**config.mk**
```make
export PLATFORM = sky130hd
export DESIGN_NAME = fetch_queue_flat
export DESIGN_NICKNAME = d
export VERILOG_FILES = /design/src/rtl/fetch_queue_if.sv /design/src/rtl/fetch_queue.sv /design/src/flat_wrapper.sv
export SDC_FILE = /design/constraint.sdc
export NUM_CORES = 2
export LEC_CHECK = 0
export ABC_AREA = 1
export CORE_MARGIN = 3
export CORE_UTILIZATION = 40
export DETAILED_ROUTE_END_ITERATION = 8
export SYNTH_ARGS = -nofsm -noshare
export SYNTH_HDL_FRONTEND = slang
export SYNTH_SLANG_ARGS = --single-unit
```
**constraint.sdc**
```tcl
create_clock -name clk -period 23.9 [get_ports clk]
set_input_delay 5.975 -clock clk [delete_from_list [all_inputs] [get_ports clk]]
set_output_delay 5.975 -clock clk [all_outputs]
set_load 0.01 [all_outputs]
```
**src/rtl/fetch_queue_if.sv**
```systemverilog
// Handshake and data bundle between IF1, the fetch queue and decode.
// The slave modport is the queue side; the master modport is the
// IF1/decode side that drives entries in and consumes the output window.
interface fetch_queue_if #(
  parameter int META_W    = 46,
  parameter int LOG_DEPTH = 3
);
  logic              in_valid;
  logic              in_ready;
  logic [1:0]        in_mask;
  logic [31:0]       in_inst0;
  logic [31:0]       in_inst1;
  logic [31:0]       in_pc;
  logic [META_W-1:0] in_meta;

  logic [1:0]        out_valid;
  logic [31:0]       out_inst0;
  logic [31:0]       out_inst1;
  logic [31:0]       out_pc0;
  logic [31:0]       out_pc1;
  logic [META_W-1:0] out_meta0;
  logic [META_W-1:0] out_meta1;
  logic [1:0]        pop_cnt;

  logic [LOG_DEPTH:0] entry_cnt;
  logic              nearly_full;
  logic              empty;
  logic              flush;

  modport slave (
    input  in_valid, in_mask, in_inst0, in_inst1, in_pc, in_meta, pop_cnt, flush,
    output in_ready, out_valid, out_inst0, out_inst1, out_pc0, out_pc1,
           out_meta0, out_meta1, entry_cnt, nearly_full, empty
  );

  modport master (
    output in_valid, in_mask, in_inst0, in_inst1, in_pc, in_meta, pop_cnt, flush,
    input  in_ready, out_valid, out_inst0, out_inst1, out_pc0, out_pc1,
           out_meta0, out_meta1, entry_cnt, nearly_full, empty
  );
endinterface

```
**src/rtl/fetch_queue.sv**
```systemverilog
// Instruction queue between IF1 and decode. Each entry carries one or two
// instructions; decode pops 0..2 instructions per cycle from a two-slot
// window that always shows the oldest remaining instructions, even when
// they straddle an entry boundary. head_off marks a half-consumed head.
`ifndef PC_RESET
`define PC_RESET 32'h0000_0000
`endif

module fetch_queue #(
  parameter int DEPTH     = 8,
  parameter int LOG_DEPTH = 3,
  parameter int META_W    = 46,
  parameter int AFULL_TH  = 2
) (
  input logic             clk,
  input logic             rstn,
  fetch_queue_if.slave    bus
);

  localparam logic [31:0] NOP = 32'h0340_0000;

  typedef logic [LOG_DEPTH:0]   ptr_t;
  typedef logic [LOG_DEPTH-1:0] idx_t;

  logic [31:0]       mem_inst0 [DEPTH];
  logic [31:0]       mem_inst1 [DEPTH];
  logic [31:0]       mem_pc    [DEPTH];
  logic [1:0]        mem_mask  [DEPTH];
  logic [META_W-1:0] mem_meta  [DEPTH];

  ptr_t rd_ptr, wr_ptr, cnt, rd_ptr_p1;
  logic head_off, head_off_nxt;
  idx_t head_idx, next_idx;
  logic full, push;
  logic head_present, next_present, head_pair, next_pair;
  logic slot0_v, slot1_v, slot1_same;
  logic [1:0] avail, eff, h_rem, retire;

  assign cnt          = wr_ptr - rd_ptr;
  assign rd_ptr_p1    = rd_ptr + ptr_t'(1);
  assign head_idx     = rd_ptr[LOG_DEPTH-1:0];
  assign next_idx     = rd_ptr_p1[LOG_DEPTH-1:0];
  assign full         = (rd_ptr[LOG_DEPTH] != wr_ptr[LOG_DEPTH]) &&
                        (rd_ptr[LOG_DEPTH-1:0] == wr_ptr[LOG_DEPTH-1:0]);
  assign head_present = (cnt != '0);
  assign next_present = (cnt > ptr_t'(1));
  assign head_pair    = (mem_mask[head_idx] == 2'b11);
  assign next_pair    = (mem_mask[next_idx] == 2'b11);

  // A half-consumed head is always a pair entry, so its second slot comes
  // from the next entry; otherwise a pair head fills both slots itself.
  assign slot1_same = head_present && !head_off && head_pair;
  assign slot0_v    = head_present;
  assign slot1_v    = slot1_same || next_present;

  // Acceptance looks at registered occupancy only; a pop in the same cycle
  // never makes room for a push into a full queue.
  assign bus.in_ready    = !full;
  assign push            = bus.in_valid && !full && (bus.in_mask != 2'b00) && !bus.flush;
  assign bus.entry_cnt   = cnt;
  assign bus.empty       = (rd_ptr == wr_ptr);
  assign bus.nearly_full = ((DEPTH - int'(cnt)) <= AFULL_TH);

  // Output window built from the head entry and, when needed, the next one.
  always_comb begin
    bus.out_valid = {slot1_v, slot0_v};
    bus.out_inst0 = NOP;
    bus.out_pc0   = `PC_RESET;
    bus.out_meta0 = '0;
    bus.out_inst1 = NOP;
    bus.out_pc1   = `PC_RESET;
    bus.out_meta1 = '0;
    if (slot0_v) begin
      bus.out_inst0 = head_off ? mem_inst1[head_idx] : mem_inst0[head_idx];
      bus.out_pc0   = mem_pc[head_idx] + {29'd0, head_off, 2'b00};
      bus.out_meta0 = mem_meta[head_idx];
    end
    if (slot1_same) begin
      bus.out_inst1 = mem_inst1[head_idx];
      bus.out_pc1   = mem_pc[head_idx] + 32'd4;
      bus.out_meta1 = mem_meta[head_idx];
    end else if (next_present) begin
      bus.out_inst1 = mem_inst0[next_idx];
      bus.out_pc1   = mem_pc[next_idx];
      bus.out_meta1 = mem_meta[next_idx];
    end
  end

  // Work out how many entries the effective pop retires and where the new
  // head starts; excess pop requests beyond the visible slots are dropped.
  always_comb begin
    avail        = {1'b0, slot0_v} + {1'b0, slot1_v};
    eff          = (bus.pop_cnt < avail) ? bus.pop_cnt : avail;
    h_rem        = (head_off || !head_pair) ? 2'd1 : 2'd2;
    retire       = 2'd0;
    head_off_nxt = head_off;
    if (eff != 2'd0) begin
      if (eff >= h_rem) begin
        if ((eff - h_rem) == 2'd1) begin
          if (next_pair) begin
            retire       = 2'd1;
            head_off_nxt = 1'b1;
          end else begin
            retire       = 2'd2;
            head_off_nxt = 1'b0;
          end
        end else begin
          retire       = 2'd1;
          head_off_nxt = 1'b0;
        end
      end else begin
        head_off_nxt = 1'b1;
      end
    end
  end

  // Pointer and head-offset state; flush overrides push and pop.
  always_ff @(posedge clk or negedge rstn) begin
    if (!rstn) begin
      rd_ptr   <= '0;
      wr_ptr   <= '0;
      head_off <= 1'b0;
    end else if (bus.flush) begin
      rd_ptr   <= '0;
      wr_ptr   <= '0;
      head_off <= 1'b0;
    end else begin
      rd_ptr   <= rd_ptr + ptr_t'(retire);
      head_off <= head_off_nxt;
      if (push) wr_ptr <= wr_ptr + ptr_t'(1);
    end
  end

  // Entry storage is not reset; pointers alone define what is valid.
  always_ff @(posedge clk) begin
    if (push) begin
      mem_inst0[wr_ptr[LOG_DEPTH-1:0]] <= bus.in_inst0;
      mem_inst1[wr_ptr[LOG_DEPTH-1:0]] <= bus.in_inst1;
      mem_pc   [wr_ptr[LOG_DEPTH-1:0]] <= bus.in_pc;
      mem_mask [wr_ptr[LOG_DEPTH-1:0]] <= bus.in_mask;
      mem_meta [wr_ptr[LOG_DEPTH-1:0]] <= bus.in_meta;
    end
  end

endmodule

```
**src/flat_wrapper.sv**
```systemverilog
// flat-port wrapper written by rule: the top's interface ports become plain ports
module fetch_queue_flat 
#(
  parameter int DEPTH     = 8,
  parameter int LOG_DEPTH = 3,
  parameter int META_W    = 46,
  parameter int AFULL_TH  = 2
)
  (clk, rstn, bus_in_valid, bus_in_mask, bus_in_inst0, bus_in_inst1, bus_in_pc, bus_in_meta, bus_pop_cnt, bus_flush, bus_in_ready, bus_out_valid, bus_out_inst0, bus_out_inst1, bus_out_pc0, bus_out_pc1, bus_out_meta0, bus_out_meta1, bus_entry_cnt, bus_nearly_full, bus_empty);
  fetch_queue_if #(.META_W(META_W), .LOG_DEPTH(LOG_DEPTH)) bus_i ();
  input logic clk;
  input logic rstn;
  input wire logic [$bits(bus_i.in_valid)-1:0] bus_in_valid;
  input wire logic [$bits(bus_i.in_mask)-1:0] bus_in_mask;
  input wire logic [$bits(bus_i.in_inst0)-1:0] bus_in_inst0;
  input wire logic [$bits(bus_i.in_inst1)-1:0] bus_in_inst1;
  input wire logic [$bits(bus_i.in_pc)-1:0] bus_in_pc;
  input wire logic [$bits(bus_i.in_meta)-1:0] bus_in_meta;
  input wire logic [$bits(bus_i.pop_cnt)-1:0] bus_pop_cnt;
  input wire logic [$bits(bus_i.flush)-1:0] bus_flush;
  output wire logic [$bits(bus_i.in_ready)-1:0] bus_in_ready;
  output wire logic [$bits(bus_i.out_valid)-1:0] bus_out_valid;
  output wire logic [$bits(bus_i.out_inst0)-1:0] bus_out_inst0;
  output wire logic [$bits(bus_i.out_inst1)-1:0] bus_out_inst1;
  output wire logic [$bits(bus_i.out_pc0)-1:0] bus_out_pc0;
  output wire logic [$bits(bus_i.out_pc1)-1:0] bus_out_pc1;
  output wire logic [$bits(bus_i.out_meta0)-1:0] bus_out_meta0;
  output wire logic [$bits(bus_i.out_meta1)-1:0] bus_out_meta1;
  output wire logic [$bits(bus_i.entry_cnt)-1:0] bus_entry_cnt;
  output wire logic [$bits(bus_i.nearly_full)-1:0] bus_nearly_full;
  output wire logic [$bits(bus_i.empty)-1:0] bus_empty;
  assign bus_i.in_valid = bus_in_valid;
  assign bus_i.in_mask = bus_in_mask;
  assign bus_i.in_inst0 = bus_in_inst0;
  assign bus_i.in_inst1 = bus_in_inst1;
  assign bus_i.in_pc = bus_in_pc;
  assign bus_i.in_meta = bus_in_meta;
  assign bus_i.pop_cnt = bus_pop_cnt;
  assign bus_i.flush = bus_flush;
  assign bus_in_ready = bus_i.in_ready;
  assign bus_out_valid = bus_i.out_valid;
  assign bus_out_inst0 = bus_i.out_inst0;
  assign bus_out_inst1 = bus_i.out_inst1;
  assign bus_out_pc0 = bus_i.out_pc0;
  assign bus_out_pc1 = bus_i.out_pc1;
  assign bus_out_meta0 = bus_i.out_meta0;
  assign bus_out_meta1 = bus_i.out_meta1;
  assign bus_entry_cnt = bus_i.entry_cnt;
  assign bus_nearly_full = bus_i.nearly_full;
  assign bus_empty = bus_i.empty;
  fetch_queue #(.DEPTH(DEPTH), .LOG_DEPTH(LOG_DEPTH), .META_W(META_W), .AFULL_TH(AFULL_TH)) u_core (.clk(clk), .rstn(rstn), .bus(bus_i));
endmodule
```
After elaboration in Yosys (flattened, before gate mapping)
Memory sizes are Yosys's and may differ from the RTL's. Index checks and enable logic that the tools add are counted.

$add $sub $neg: 9. Multipliers: 0. Divide/modulo/power cells: 0. Order comparisons: 4. Equal/unequal tests: 6. Shift operators: 0. Muxes and demuxes: 26. Bitwise operators: 0. Reductions and logical operators: 17.

Operators by type and width (count): 32-bit 2-to-1 mux (7); 46-bit 2-to-1 mux (3); 32-bit by 3-bit adder with 32-bit output (1); 32-bit by 3-bit adder with 32-bit output (second input constant) (1); 32-bit by 3-bit less-or-equal comparator with 1-bit output (second input constant) (1); 2-bit 2-to-1 mux (6); 4-bit 2-to-1 mux (3); 2-bit nonzero test (4); 1-bit 2-to-1 mux (7); 1-bit logical AND (6); 4-bit by 4-bit subtractor with 5-bit output (first input constant) (1); 4-bit by 1-bit adder with 4-bit output (second input constant) (1); 4-bit by 2-bit adder with 4-bit output (1); 2-bit equality test (second input constant) (2); 4-bit equality test (1); 4-bit by 1-bit greater-than comparator with 1-bit output (second input constant) (1); 1-bit logical NOT (4); 4-bit nonzero test (1); 4-bit subtractor (1); 3-bit by 1-bit adder with 3-bit output (second input constant) (1); 3-bit equality test (1); 1-bit by 1-bit adder with 2-bit output (1); 2-bit by 1-bit equality test with 1-bit output (second input constant) (1); 2-bit >= comparator (1); 4 further kinds (5).

Register bits: 9. Bits in latches: 0. RAM bits: 1152. Memory bits (read-only): 0. Input port bits: 150. Output and inout port bits: 229. Word-level logic and storage cells: 70. Memories kept: 5.

Memories: u_core.mem_meta (depth 8, bits a word 46, rd ports 2, clocked after memory_dff 0, write ports 1, line fetch_queue.sv:29) `logic [META_W-1:0] mem_meta [DEPTH];`; u_core.mem_inst0 (depth 8, bits a word 32, rd ports 2, clocked after memory_dff 0, write ports 1, line fetch_queue.sv:25) `logic [31:0] mem_inst0 [DEPTH];`; u_core.mem_inst1 (depth 8, bits a word 32, rd ports 1, clocked after memory_dff 0, write ports 1, line fetch_queue.sv:26) `logic [31:0] mem_inst1 [DEPTH];`; u_core.mem_pc (depth 8, bits a word 32, rd ports 2, clocked after memory_dff 0, write ports 1, line fetch_queue.sv:27) `logic [31:0] mem_pc [DEPTH];`; u_core.mem_mask (depth 8, bits a word 2, rd ports 2, clocked after memory_dff 0, write ports 1, line fetch_queue.sv:28) `logic [1:0] mem_mask [DEPTH];`.

Depth between registers and ports, before layout
Word-level depth: 15. Mapped depth: 33. Gate-level depth less buffers: 27.

Least setup slack after synthesis
OpenSTA, ideal clock, no wires.

Kind: input to register. From: in bus_in_valid. To: mem u_core.mem_inst0[6][0] (enable). Library setup time: 0.825 ns. Arrival: 16.207 ns. Data required time: 23.075 ns. Slack: 6.869 ns. Cell stages on the path: 6. Buffers on the path: 0. Path through: nand2_1 -> nor2_1 -> inv_1 -> nor2_1 -> nand2_1 -> nor3_1.

Cells in the longest elaborated chain, start to end: 5.

Ends and longest elaborated chain: from (decl) (line flat_wrapper.sv:13) `input wire logic [$bits(bus_i.in_valid)-1:0] bus_in_valid;`; 1-bit logical AND (3 in series) (line fetch_queue.sv:59) `assign push = bus.in_valid && !full && (bus.in_mask != 2'b00) && !bus.flush;`; 1-bit 2-to-1 mux (line fetch_queue.sv:136) `if (push) begin`; 1-bit 2-to-1 mux (implied by the code) (line fetch_queue.sv:137) `mem_inst0[wr_ptr[LOG_DEPTH-1:0]] <= bus.in_inst0;`; to (decl) (line fetch_queue.sv:25).

No other way between the ends.

Final worst setup path
From: reg u_core.rd_ptr[0]. To: out bus_out_inst1[12].

Cells in the longest elaborated chain, start to end: 5. Elaborated cells between the ends (all ways): 12. Those cells by class: add/sub: 2; order compare: 1; eq/ne: 1; mux: 2; reduce/logical: 3; memory: 3.

Ends and longest elaborated chain: from (decl) (line fetch_queue.sv:31) `ptr_t rd_ptr, wr_ptr, cnt, rd_ptr_p1;`; from (signal assigned) (line fetch_queue.sv:128) `rd_ptr <= rd_ptr + ptr_t'(retire);`; branches (longest 4 deep; another with 4-bit subtractor); 32-bit 2-to-1 mux * (line fetch_queue.sv:78) `if (slot1_same) begin`; to (decl) (line flat_wrapper.sv:24) `output wire logic [$bits(bus_i.out_inst1)-1:0] bus_out_inst1;`.

Mark *: on every way between the ends.

==> metrics <==
setup repair bufs after CTS=0; Most used DFF post-synth=edfxtp_1; most area-consuming cells after synthesis=edfxtp_1 61%, nand2_1 8.6%, a21oi_1 5.6%; vias per std cell=a little under 6; Ys Warns=0; PortBufs=roughly 380; pwr dens=around 120 nW/µm²; CTS Hold Buffers Added=0; Final Max Slew Viols=0; Core Footprint=139900 µm²; Starting DRT DRC Count=around 5300; most common library cells after synthesis=1294 x nand2_1, 1152 x edfxtp_1, 637 x a21oi_1, 563 x o21ai_0, 486 x nor2_1; Nets=5956; max_cap viols=0; Top delay family on crit path=buffers and inverters; largest net degree at the start of global routing=290; chip height=381.9 µm; post-CTS resize count=0; crit path launch type=register; Final HPWL DP=about 100000 µm; Worst-Skew Late Latency=0.76 ns; Fmax achieved=just under 80 MHz; CP arrival=~6.7 ns; area of the multi-input gates=about 19000 µm²; Layout fillers=around 13000; via count=roughly 45000; Synth Cell Area=between 50000 and 60000 µm²; initial core utilization=40.42%; Syn Inst Count=5663; area leader, netlist=edfxtp_1; cell mode on critical path=ha_1; sequential share of the synthesized area=61.59%; CP max-delay cell=nor2_4; Post-synth EDFFs=1152; min Tclk post-route=about 13 ns; critical path, cell by cell=ha_1 > fa_1 > ha_1 > inv_1 > nor2_1 > nand2_4 > inv_2 > nor2_4 > clkinv_2 > buf_4 > o211ai_1 > nand2_1 > clkdlybuf4s50_1; ys async rst share=0.7752%; initial antenna violation count=30; first-pass GRT wire length=approximately 270000 µm; CP endpoint kind=output port; P&R area growth vs syn=15.72%; row count=around 140; layout cells sized above 1=4.707%; DRT Pass-1 Iters=6; WHS=roughly 0.53 ns; CP max stage delay=~0.9 ns; number of H-tree levels=4; final RePlAce weighted congestion=slightly above 0.9; critical path type=reg2out; TritonCTS clock tree=built; Clock Tree Root=clkbuf_16; Worst Path Max Fanout=between 40 and 50; Setup-failing EPs final=0; most numerous cell in the Yosys netlist=nand2_1; leakage=approximately 23 nW; Fin Setup TNS=0 ns; Peak VDD IR=~140 µV; routed wire length=~180000 µm; I/O pins=approximately 380; Core Util, Final=roughly 47%; number of global-route vias before repair=42470; full die area=145900 µm²; antenna-violating nets left=0; Yosys reg bits=1161; HP Class=reg2reg; grt total ovfl=0; # DRC=0; post-synth net total=about 5800; gr usage total=between 20% and 30%; FF+latch area=34830 µm²; Slew headroom=22.09%; post-synth top area share=about three fifths; Worst Path Buf+Inv=5; unrepaired setup endpoints after global routing=false; Final Hold Fails=0; Avg WL per Cell=between 20 and 25 µm; status=completed; Worst Max-Slew Pin Slew=between 1 and 1.5 ns; Die Span X=~380 µm; post-route clock period utilization=roughly 53%; clk_skew=around 0.034 ns; CTS clock-pin slew for the worst setup and hold paths=approximately 0.060 ns; clock tree buffer depth=3; clock sink count=roughly 1200; post-synthesis cell type count=46; Worst Path Required=about 18 ns; Mean Syn Cell Area=9.983 µm²; TritonCTS Buffers=roughly 130
power by group:
part	leakage, nW	switching, mW	internal [mW]
combinational	10.8	2.41	1.41
sequential	10.5	0.0261	2.27
clock	1.98	0.829	1.10
layout by cell type (no fill, tap or decap), drive strengths merged:
| cell | n |
|---|---|
| a31oi | 36 |
| o21ai | 566 |
| diode | 27 |
| a221oi | 89 |
| o221ai | 1 |
| a211oi | 7 |
| or2 | 2 |
| xor2 | 9 |
| a22oi | 53 |
| o21a | 3 |
| dfrtp | 9 |
| edfxtp | 1152 |
| nor2 | 496 |
| clkinv | 56 |
| xnor2 | 2 |
| o32a | 1 |
| fa | 3 |
| a32o | 102 |
| clkinvlp | 3 |
| ha | 18 |
| a21oi | 637 |
| and3 | 1 |
| a221o | 9 |
| bufinv | 6 |
| nand2 | 1300 |
| nor4 | 1 |
| o31ai | 24 |
| nor3 | 16 |
| o21bai | 5 |
| inv | 248 |
| o22ai | 45 |
| o211ai | 119 |
| clkbuf | 163 |
| buf | 61 |
| nand4 | 4 |
| clkdlybuf4s50 | 378 |
| nand3 | 260 |
routing by layer:
layer | share of wire (%) | vias to the layer above | track usage (%)
met4 | 3.5 | 14 | 9.388
met1 | 41 | 22100 | 31.36
met5 | 0.048 | - | 0
met2 | 47 | 2044 | 39.16
li1 | - | 20640 | -
met3 | 8.6 | 347 | 5.157
state kept, by name, summed over array words and instances (netlist names):
| name | flops |
|---|---|
| u_core.rd_ptr | 4 |
| u_core.mem_mask | 16 |
| u_core.mem_meta | 368 |
| u_core.wr_ptr | 4 |
| u_core.mem_inst0 | 256 |
| u_core.mem_pc | 256 |
| u_core.mem_inst1 | 256 |
| u_core.head_off | 1 |
path summary, 6_finish.rpt:
| kind | startpoint | to | slack [ns] | cells past startpoint |
|---|---|---|---|---|
| setup / recovery | u_core.rd_ptr[0]$_DFF_PN0_ | bus_out_inst1[12] | 11.22 | 13 |
| max in group asynchronous | rstn | u_core.rd_ptr[2]$_DFF_PN0_ | 18.02 | 1 |
| hold reg to reg | u_core.rd_ptr[3]$_DFF_PN0_ | u_core.rd_ptr[3]$_DFF_PN0_ | 0.53 | 1 |
| hold / removal | u_core.rd_ptr[3]$_DFF_PN0_ | u_core.rd_ptr[3]$_DFF_PN0_ | 0.53 | 1 |
| min in group asynchronous | rstn | u_core.rd_ptr[0]$_DFF_PN0_ | 5.53 | 1 |
| setup reg to reg | u_core.rd_ptr[0]$_DFF_PN0_ | u_core.rd_ptr[2]$_DFF_PN0_ | 16.50 | 24 |
cell families (layout without fill, tap and decap cells):
kind of cell | count (synthesis) | count (layout) | synth area share, %
buffers and inverters | 693 | 915 | 5.398
AOI/OAI and AO/OA | 1697 | 1697 | 17.75
and+or+nand+nor | 2080 | 2080 | 14.55
xor gates and xnor gates | 11 | 11 | 0.2103
adders and majority gates | 21 | 21 | 0.5046
DFF | 1161 | 1161 | 61.59
other | 0 | 27 | 0
metrics by stage:
stage | power [mW] | instances | setup slack (ns) | cell area (µm²)
3_3_place_gp | 6.089 | 7528 | 12.23 | 61270
4_1_cts | 8.044 | 7761 | 11.27 | 65350
6_report | 8.037 | 7788 | 11.22 | 65420
2_1_floorplan | 4.406 | 5663 | 6.869 | 56530
5_1_grt | 8.449 | 7772 | 10.95 | 65380
3_5_place_dp | 6.109 | 7528 | 12.12 | 61270
final cells by class:
class / instances / area share (%)
well taps: 1876 / 3.588
clock inverters: 70 / 0.9793
clock buffers: 163 / 5.260
multi-input cells: 3809 / 28.66
inverters: 243 / 1.473
diodes: 27 / 0.1033
flip-flops and latches: 1161 / 53.24
repair buffers: 439 / 6.694
(Power assumes the default switching activity.)
